--- src/rtl/mru_token_decoder.sv ---
// ---------------------------------------------------------------------------
// mru_token_decoder
//
// Receive-side decoder for an MRU-compressed token stream. Each token is a
// literal data word or a reference to one slot of a DEPTH-entry table of
// distinct recently-used values. The decoder rebuilds the data stream and
// keeps its table in lock-step with the transmit-side tracker.
//
// Optional feature macro: MRU_DEC_STATS_EN
//   defined     -> saturating 16-bit hit/literal counters are built
//   not defined -> hit_cnt_out / lit_cnt_out are tied to zero
//
// Ports
//   clk_in         clock, all state on rising edge
//   reset_n_in     asynchronous active-low reset
//   flush_in       synchronous table clear; blocks token accept that cycle
//   tok_valid_in   token present
//   tok_ready_out  token accepted when tok_valid_in & tok_ready_out
//   tok_is_ref_in  1 = reference token, 0 = literal token
//   tok_idx_in     referenced slot (0 = most recent)
//   tok_data_in    literal value
//   out_data       reconstructed word (registered)
//   out_valid      out_data valid
//   out_ready_in   sink accepts when out_valid & out_ready_in
//   err_out        sticky: reference to an invalid slot was received
//   hit_cnt_out    accepted valid references (stats build only)
//   lit_cnt_out    accepted literals (stats build only)
// ---------------------------------------------------------------------------
module mru_token_decoder #(
  parameter  int DATA_W = 8,
  parameter  int DEPTH  = 4,
  localparam int IDX_W  = (DEPTH > 1) ? $clog2(DEPTH) : 1
) (
  input  logic              clk_in,
  input  logic              reset_n_in,
  input  logic              flush_in,
  input  logic              tok_valid_in,
  output logic              tok_ready_out,
  input  logic              tok_is_ref_in,
  input  logic [IDX_W-1:0]  tok_idx_in,
  input  logic [DATA_W-1:0] tok_data_in,
  output logic [DATA_W-1:0] out_data,
  output logic              out_valid,
  input  logic              out_ready_in,
  output logic              err_out,
  output logic [15:0]       hit_cnt_out,
  output logic [15:0]       lit_cnt_out
);

  // Table storage: index 0 is the most recently used entry.
  logic [DATA_W-1:0] val_q [DEPTH];
  logic [DATA_W-1:0] val_d [DEPTH];
  logic [DEPTH-1:0]  vld_q;
  logic [DEPTH-1:0]  vld_d;

  logic [DATA_W-1:0] out_data_q;
  logic [DATA_W-1:0] out_data_d;
  logic              out_valid_q;
  logic              out_valid_d;
  logic              err_q;
  logic              err_d;

  logic              accept;
  logic              lit_hit;
  logic [IDX_W-1:0]  lit_idx;
  logic              ref_ok;
  logic [DATA_W-1:0] ref_val;
  logic [IDX_W-1:0]  mtf_idx;
  logic              do_mtf;
  logic              do_shift;
  logic              load_out;
  logic [DATA_W-1:0] word;

  // Output slot is free when empty or being drained this cycle; a flush
  // cycle never accepts so the table update and clear cannot collide.
  assign tok_ready_out = ~flush_in & (~out_valid_q | out_ready_in);
  assign accept        = tok_valid_in & tok_ready_out;

  // Literal lookup. Valid entries are distinct, so at most one can match.
  always_comb begin
    lit_hit = 1'b0;
    lit_idx = '0;
    for (int i = 0; i < DEPTH; i++) begin
      if (vld_q[i] && (val_q[i] == tok_data_in)) begin
        lit_hit = 1'b1;
        lit_idx = IDX_W'(i);
      end
    end
  end

  // Reference lookup by compare rather than direct index so that an index
  // beyond DEPTH (non power-of-two tables) reads as an invalid slot.
  always_comb begin
    ref_ok  = 1'b0;
    ref_val = '0;
    for (int i = 0; i < DEPTH; i++) begin
      if (tok_idx_in == IDX_W'(i)) begin
        ref_ok  = vld_q[i];
        ref_val = val_q[i];
      end
    end
  end

  assign mtf_idx  = tok_is_ref_in ? tok_idx_in : lit_idx;
  assign do_mtf   = accept & (tok_is_ref_in ? ref_ok : lit_hit);
  assign do_shift = accept & ~tok_is_ref_in & ~lit_hit;
  assign load_out = accept & (~tok_is_ref_in | ref_ok);
  assign word     = tok_is_ref_in ? ref_val : tok_data_in;

  // Table next state.
  always_comb begin
    for (int i = 0; i < DEPTH; i++) begin
      val_d[i] = val_q[i];
    end
    vld_d = vld_q;

    if (flush_in) begin
      vld_d = '0;
    end else if (do_mtf) begin
      // Move-to-front: entries above the hit slide down one, valid bits
      // stay put (all slots 0..k are valid by contiguity).
      for (int i = 1; i < DEPTH; i++) begin
        if (i <= int'(mtf_idx)) begin
          val_d[i] = val_q[i-1];
        end
      end
      val_d[0] = word;
    end else if (do_shift) begin
      // Miss: whole table shifts with its valid bits, oldest falls off.
      for (int i = 1; i < DEPTH; i++) begin
        val_d[i] = val_q[i-1];
        vld_d[i] = vld_q[i-1];
      end
      val_d[0] = word;
      vld_d[0] = 1'b1;
    end
  end

  // Output register and sticky error.
  always_comb begin
    out_data_d  = out_data_q;
    out_valid_d = out_valid_q;
    if (load_out) begin
      out_data_d  = word;
      out_valid_d = 1'b1;
    end else if (out_ready_in) begin
      out_valid_d = 1'b0;
    end
    err_d = err_q | (accept & tok_is_ref_in & ~ref_ok);
  end

  always_ff @(posedge clk_in or negedge reset_n_in) begin
    if (!reset_n_in) begin
      for (int i = 0; i < DEPTH; i++) begin
        val_q[i] <= '0;
      end
      vld_q       <= '0;
      out_data_q  <= '0;
      out_valid_q <= 1'b0;
      err_q       <= 1'b0;
    end else begin
      for (int i = 0; i < DEPTH; i++) begin
        val_q[i] <= val_d[i];
      end
      vld_q       <= vld_d;
      out_data_q  <= out_data_d;
      out_valid_q <= out_valid_d;
      err_q       <= err_d;
    end
  end

  assign out_data  = out_data_q;
  assign out_valid = out_valid_q;
  assign err_out   = err_q;

`ifdef MRU_DEC_STATS_EN
  logic [15:0] hit_cnt_q;
  logic [15:0] hit_cnt_d;
  logic [15:0] lit_cnt_q;
  logic [15:0] lit_cnt_d;

  // Saturating counters; only reset clears them.
  always_comb begin
    hit_cnt_d = hit_cnt_q;
    lit_cnt_d = lit_cnt_q;
    if (accept && tok_is_ref_in && ref_ok && (hit_cnt_q != 16'hFFFF)) begin
      hit_cnt_d = hit_cnt_q + 16'd1;
    end
    if (accept && !tok_is_ref_in && (lit_cnt_q != 16'hFFFF)) begin
      lit_cnt_d = lit_cnt_q + 16'd1;
    end
  end

  always_ff @(posedge clk_in or negedge reset_n_in) begin
    if (!reset_n_in) begin
      hit_cnt_q <= '0;
      lit_cnt_q <= '0;
    end else begin
      hit_cnt_q <= hit_cnt_d;
      lit_cnt_q <= lit_cnt_d;
    end
  end

  assign hit_cnt_out = hit_cnt_q;
  assign lit_cnt_out = lit_cnt_q;
`else
  assign hit_cnt_out = 16'h0000;
  assign lit_cnt_out = 16'h0000;
`endif

endmodule

--- config.mk ---
export PLATFORM = sky130hd
export DESIGN_NAME = mru_token_decoder
export DESIGN_NICKNAME = d
export VERILOG_FILES = /design/src/rtl/mru_token_decoder.sv
export SDC_FILE = /design/constraint.sdc
export NUM_CORES = 1
export LEC_CHECK = 0
export BUFFER_PORTS_ARGS = -buffer_cell sky130_fd_sc_hd__buf_2
export CORE_UTILIZATION = 50
export CTS_CLUSTER_DIAMETER = 80
export DETAILED_ROUTE_END_ITERATION = 12
export GPL_TIMING_DRIVEN = 0
export PLACE_DENSITY = 0.75
export SETUP_SLACK_MARGIN = 0.2
export SLEW_MARGIN = 40
export SYNTH_ARGS = -nofsm -noshare
export SYNTH_HDL_FRONTEND = slang
export SYNTH_SLANG_ARGS = --single-unit
--- constraint.sdc ---
create_clock -name clk_in -period 2.2 [get_ports clk_in]
set_clock_uncertainty 0.15 [all_clocks]
set_input_delay 0.66 -clock clk_in [delete_from_list [all_inputs] [get_ports clk_in]]
set_output_delay 0.66 -clock clk_in [all_outputs]
set_load 0.01 [all_outputs]
==> results of run 1 <==
## per-stage QoR
stage	instance area [sq um]	utilization	setup WS (ps)	hold slack, ps
6_report	3395	0.6441	-274.0	199.0
5_1_grt	3395	0.6441	-342.4	247.4
4_1_cts	3357	0.6370	-238.0	225.2
3_5_place_dp	3204	0.6080	-708.0	322.4
3_3_place_gp	3202	0.6076	-681.5	315.5
2_1_floorplan	3024	-	-317.0	214.4
## worst max-delay path: stages
cell     delay (ps)
buf_6           110
xor2_1          150
nor4_2          350
nand4_1         150
o31a_1          310
buf_4           160
o21ai_4         140
buf_4           170
mux2_4          300
## path summary, 6_finish.rpt
path                                to      startpoint  slack, ps  depth (start not counted)
min reg2reg                out_data[2]     out_data[2]        340                          1
min                          val_q[26]      reset_n_in        200                          1
min in group clk_in        out_data[2]     out_data[2]        340                          1
max                           val_q[8]  tok_data_in[1]       -270                          9
max in group asynchronous     vld_q[3]      reset_n_in       1310                          1
max reg2reg                   val_q[8]       val_q[25]       -250                          8
## cell families after synthesis
logic type / Yosys count / share of synthesized area
simple gates: 33 / 0.06261
mux: 41 / 0.2029
other cells: 1 / 0.001331
buf+inv: 52 / 0.1305
xor+xnor: 32 / 0.09947
compound gates: 35 / 0.09459
flops: 46 / 0.4085
## per-layer routing
| metal | GRT usage | wire (um) | up-vias |
|---|---|---|---|
| li1 | - | - | 894 |
| met1 | 0.2838 | 2569 | 900 |
| met2 | 0.3321 | 2718 | 57 |
| met3 | 0.04405 | 307 | 9 |
| met4 | 0.05094 | 81 | 0 |
| met5 | 0 | 0 | - |
## flip-flops by register name, indices dropped and copies added, names as in the netlist
name,flops
val_q,32
out_data,8
vld_q,4
err_out,1
out_valid,1
## synth_stat cells, drive strengths merged, types with 2 or more instances
cell | n | area [sq um]
dfrtp | 46 | 1151
buf | 42 | 320.3
mux2 | 25 | 311.6
xor2 | 20 | 175.2
o21a | 16 | 120.1
nand2 | 14 | 52.55
xnor2 | 12 | 105.1
o21ai | 9 | 52.55
mux2i | 8 | 80.08
mux4 | 8 | 180.2
clkbuf | 5 | 28.77
inv | 5 | 18.77
nor4 | 4 | 31.28
a21oi | 3 | 15.01
nand3b | 3 | 22.52
nand4 | 3 | 18.77
nand2b | 2 | 12.51
nand3 | 2 | 10.01
nor3 | 2 | 10.01
## layout make-up
type	instances	area, sq um	area share
Multi-Input combinational cell	173	1500	0.4419
Sequential cell	46	1151	0.3391
Buffer	47	392.9	0.1157
Timing Repair Buffer	26	167.7	0.04939
Tap cell	70	87.58	0.02580
Clock buffer	7	76.32	0.02248
Inverter	5	18.77	0.005529
## power breakdown
group | total [mW] | internal (mW) | switching [mW]
Combinational | 1.16 | 0.735 | 0.424
Sequential | 1.50 | 1.16 | 0.336
Clock | 0.493 | 0.219 | 0.274
Total | 3.15 | 2.11 | 1.03
## what timing repair did
| action | CTS | global route |
|---|---|---|
| setup endpoints to repair | 28 | 45 |
| pin swaps | 8 | 3 |
| buffers inserted | 5 | 3 |
| gates resized for setup | 7 | 5 |
==> results.json, run 1 <==
{
  "status": "finished with violations",
  "violations": "setup timing",
  "ys_ff_latch": 46,
  "max_freq_mhz": 404.2,
  "cts_hold_buf": 0,
  "dieArea_sq_mm": 0.005940,
  "clock-sinks": 46,
  "layout_min_cycle_time_ps": 2474,
  "die_w_um": 77.07,
  "initial_core_util": 0.5347,
  "crit_path_end_kind": "flop",
  "drive_above_1_share": 0.4013,
  "cts.clk_slew.worst_paths_ps": 80,
  "worst_pin_slew_ps": 742.1,
  "vias_per_cell": 4.973,
  "cp_max_fo": 5,
  "grt_antenna_before_repair": 0,
  "maxSlewHeadroom": 0.5053,
  "grt_max_degree": 47,
  "portBuffers": 18,
  "cts_tree": "built",
  "drt_wl_total_um": 5675,
  "io_pins": 59,
  "tns_ps": -6049,
  "power_mw": 3.149,
  "nets": 320,
  "cts_buffers": 5,
  "drv_cap": 0,
  "grt_pass1_wl_um": 9252,
  "dpl.hpwl_um": 3976,
  "finalSetupViolCount": 28,
  "syn-instance-count": 240,
  "async_reset_ff_frac": 1.000,
  "drt-wirelength-per-cell_um": 15.17,
  "area_delta_synth_final_pct": 20.47,
  "cts_root_buf": "clkbuf_8",
  "drc": 0,
  "holdCritPathClass": "in -> async",
  "fin_ws_ps": -274.0,
  "antennaDiodeCount": 0,
  "placed_cells": 359,
  "peakVddDrop_mv": 0.5232,
  "gp_congestion": 0.9036,
  "synth-edff-count": 0,
  "instances_no_fill": 374,
  "crit_path_start_kind": "input port",
  "routed-via-count": 1860,
  "arrival_ps": 2520,
  "final_max_slew_viol_count": 0,
  "grt_overflow": 0,
  "synth-seq-area-share": 0.4085,
  "fp.dieH_um": 77.07,
  "drt_first_pass_iters": 4,
  "rows": 26,
  "final_common_cell": "dfrtp_1",
  "grt.total_usage": 0.2061,
  "drt_iter0_drc": 115,
  "insertion_delay_ps": 300,
  "synthFlopType": "dfrtp_1",
  "final_hold_viol_count": 0,
  "fillers": 420,
  "cts_max_path_buffers": 2,
  "power.density_mw_per_mm2": 927.5,
  "first_global_vias": 1768,
  "netlist_area_sq_mm": 0.002818,
  "yosysWarnings": 0,
  "htree_levels": 2,
  "ys_types": 36,
  "required_ps": 2240,
  "ant_nets": 0,
  "period_share": 1.125,
  "power.leakage_nw": 1.570,
  "rsz0062_at_grt": "yes",
  "coreArea_sq_mm": 0.005270,
  "critPathKind": "in -> reg",
  "syn_area_per_cell_sq_um": 11.74,
  "layout.cells.most_common_list": "dfrtp_1, buf_4, conb_1"
}
(Power assumes the default switching activity.)
==> run 2, diff against run 1 <==
CTS_BUF_LIST = sky130_fd_sc_hd__clkbuf_4 sky130_fd_sc_hd__clkbuf_8   (was unset)
==> run 2 against run 1 <==
Sequential share of layout area shrank 0.075 points. Cell area rose by 0.22%. Sequential power hardly changed. Clock power rose by 5.3%. The flow still finishes with violations (setup timing). Critical path type unchanged. Die area unchanged. Final cell count stayed put. Total power grew 0.76%. Maximum frequency hardly changed.
==> results.json, run 2 (synthesis gave the netlist of run 1 again) <==
{
  "vias_per_cell": 4.952,
  "initial_core_util": 0.5347,
  "insertion_delay_ps": 300,
  "holdCritPathClass": "in -> async",
  "cts_buffers": 5,
  "drt_iter0_drc": 111,
  "cp_max_fo": 5,
  "cts_tree": "built",
  "layout_min_cycle_time_ps": 2476,
  "antennaDiodeCount": 0,
  "routed-via-count": 1852,
  "cts_max_path_buffers": 2,
  "crit_path_start": "tok_data_in[1]",
  "r2r_cells": 8,
  "pre_cts_slack_ps": -708.0,
  "fp.dieH_um": 77.07,
  "grt.total_usage": 0.2061,
  "area_delta_synth_final_pct": 20.74,
  "final_common_cell": "dfrtp_1",
  "drt_wl_total_um": 5693,
  "grt_overflow": 0,
  "violations": "setup timing",
  "rows": 26,
  "ant_nets": 0,
  "grt_pass1_wl_um": 9239,
  "portBuffers": 18,
  "grt_antenna_before_repair": 0,
  "finalSetupViolCount": 28,
  "power.density_mw_per_mm2": 932.5,
  "dieArea_sq_mm": 0.005940,
  "first_global_vias": 1763,
  "cts_root_buf": "clkbuf_8",
  "gp_congestion": 0.9036,
  "die_w_um": 77.07,
  "cts.clk_slew.worst_paths_ps": 80,
  "fillers": 417,
  "arrival_ps": 2510,
  "crit_path_end_kind": "flop",
  "timing.rr.start": "val_q[25]",
  "largest_reg_flops": 32,
  "dpl.hpwl_um": 3976,
  "top_register": "val_q",
  "final_max_slew_viol_count": 0,
  "power_mw": 3.172,
  "drive_above_1_share": 0.4079,
  "final_hold_viol_count": 0,
  "worst_pin_slew_ps": 755.7,
  "clock-sinks": 46,
  "cts_hold_buf": 0,
  "crit_path_start_kind": "input port",
  "peakVddDrop_mv": 0.5211,
  "io_pins": 59,
  "drt-wirelength-per-cell_um": 15.22,
  "rsz0062_at_grt": "yes",
  "critPathKind": "in -> reg",
  "max_freq_mhz": 403.8,
  "fin_ws_ps": -276.2,
  "drt_first_pass_iters": 4,
  "htree_levels": 2,
  "r2r_setup_slack_ps": -250,
  "grt_max_degree": 47,
  "required_ps": 2240,
  "r2r_end": "val_q[12]",
  "period_share": 1.126,
  "power.leakage_nw": 1.577,
  "nets": 320,
  "drv_cap": 0,
  "status": "finished with violations",
  "layout.cells.most_common_list": "dfrtp_1, buf_4, conb_1",
  "maxSlewHeadroom": 0.4962,
  "coreArea_sq_mm": 0.005270,
  "drc": 0
}
## run 2: cell counts in the layout (fill, tap and decap cells not counted)
Identical to the previous run, type by type.
## run 2: metrics by stage
step	utilization	area, sq um	hold slack [ps]	cells	TNS [ps]
after global routing	0.6455	3402	247.5	374	-7919
after detailed placement	0.6080	3204	322.4	359	-17900
after CTS	0.6384	3364	225.3	371	-4892
after floorplan	-	3024	214.4	271	-7150
final	0.6455	3402	190.6	374	-6067
after global placement	0.6076	3202	315.5	359	-16950
## run 2: cell type report
class                   count  area, sq um  area share
multi-input cells         173         1500      0.4410
flip-flops and latches     46         1151      0.3384
plain buffers              47        392.9      0.1155
repair buffers             26        167.7     0.04928
well taps                  70        87.58     0.02574
clock buffers               7        83.83     0.02464
inverters                   5        18.77    0.005517
## run 2: worst max-delay path by stage
stage	endpoint	slack, ps	cells after the start
6_report	val_q[12]	-280	9
5_1_grt	val_q[12]	-340	9
4_1_cts	val_q[17]	-240	8
3_5_place_dp	val_q[17]	-710	8
3_3_place_gp	val_q[22]	-680	6
2_1_floorplan	val_q[17]	-320	8
## run 2: report_power, final
| part | switching, mW | internal, mW |
|---|---|---|
| Clock | 0.275 | 0.244 |
| Sequential | 0.335 | 1.16 |
| Combinational | 0.424 | 0.735 |
## run 2: repair_timing
item | 4_1_cts | 5_1_grt
pin swaps | 8 | 3
setup endpoints to repair | 28 | 45
setup buffers | 5 | 3
resized for setup | 7 | 5
## run 2: worst max-delay path: stages
cell and delay [ps]:
buf_6 110, xor2_1 150, nor4_2 340, nand4_1 150, o31a_1 320, buf_4 160, o21ai_4 140, buf_4 170
mux2_4 300
## run 2: routing by layer
| layer | global-route usage | vias up | wire length, um |
|---|---|---|---|
| li1 | - | 896 | - |
| met1 | 0.2846 | 884 | 2584 |
| met2 | 0.3313 | 63 | 2700 |
| met3 | 0.04405 | 9 | 325 |
| met4 | 0.05094 | 0 | 82 |
| met5 | 0 | - | 0 |
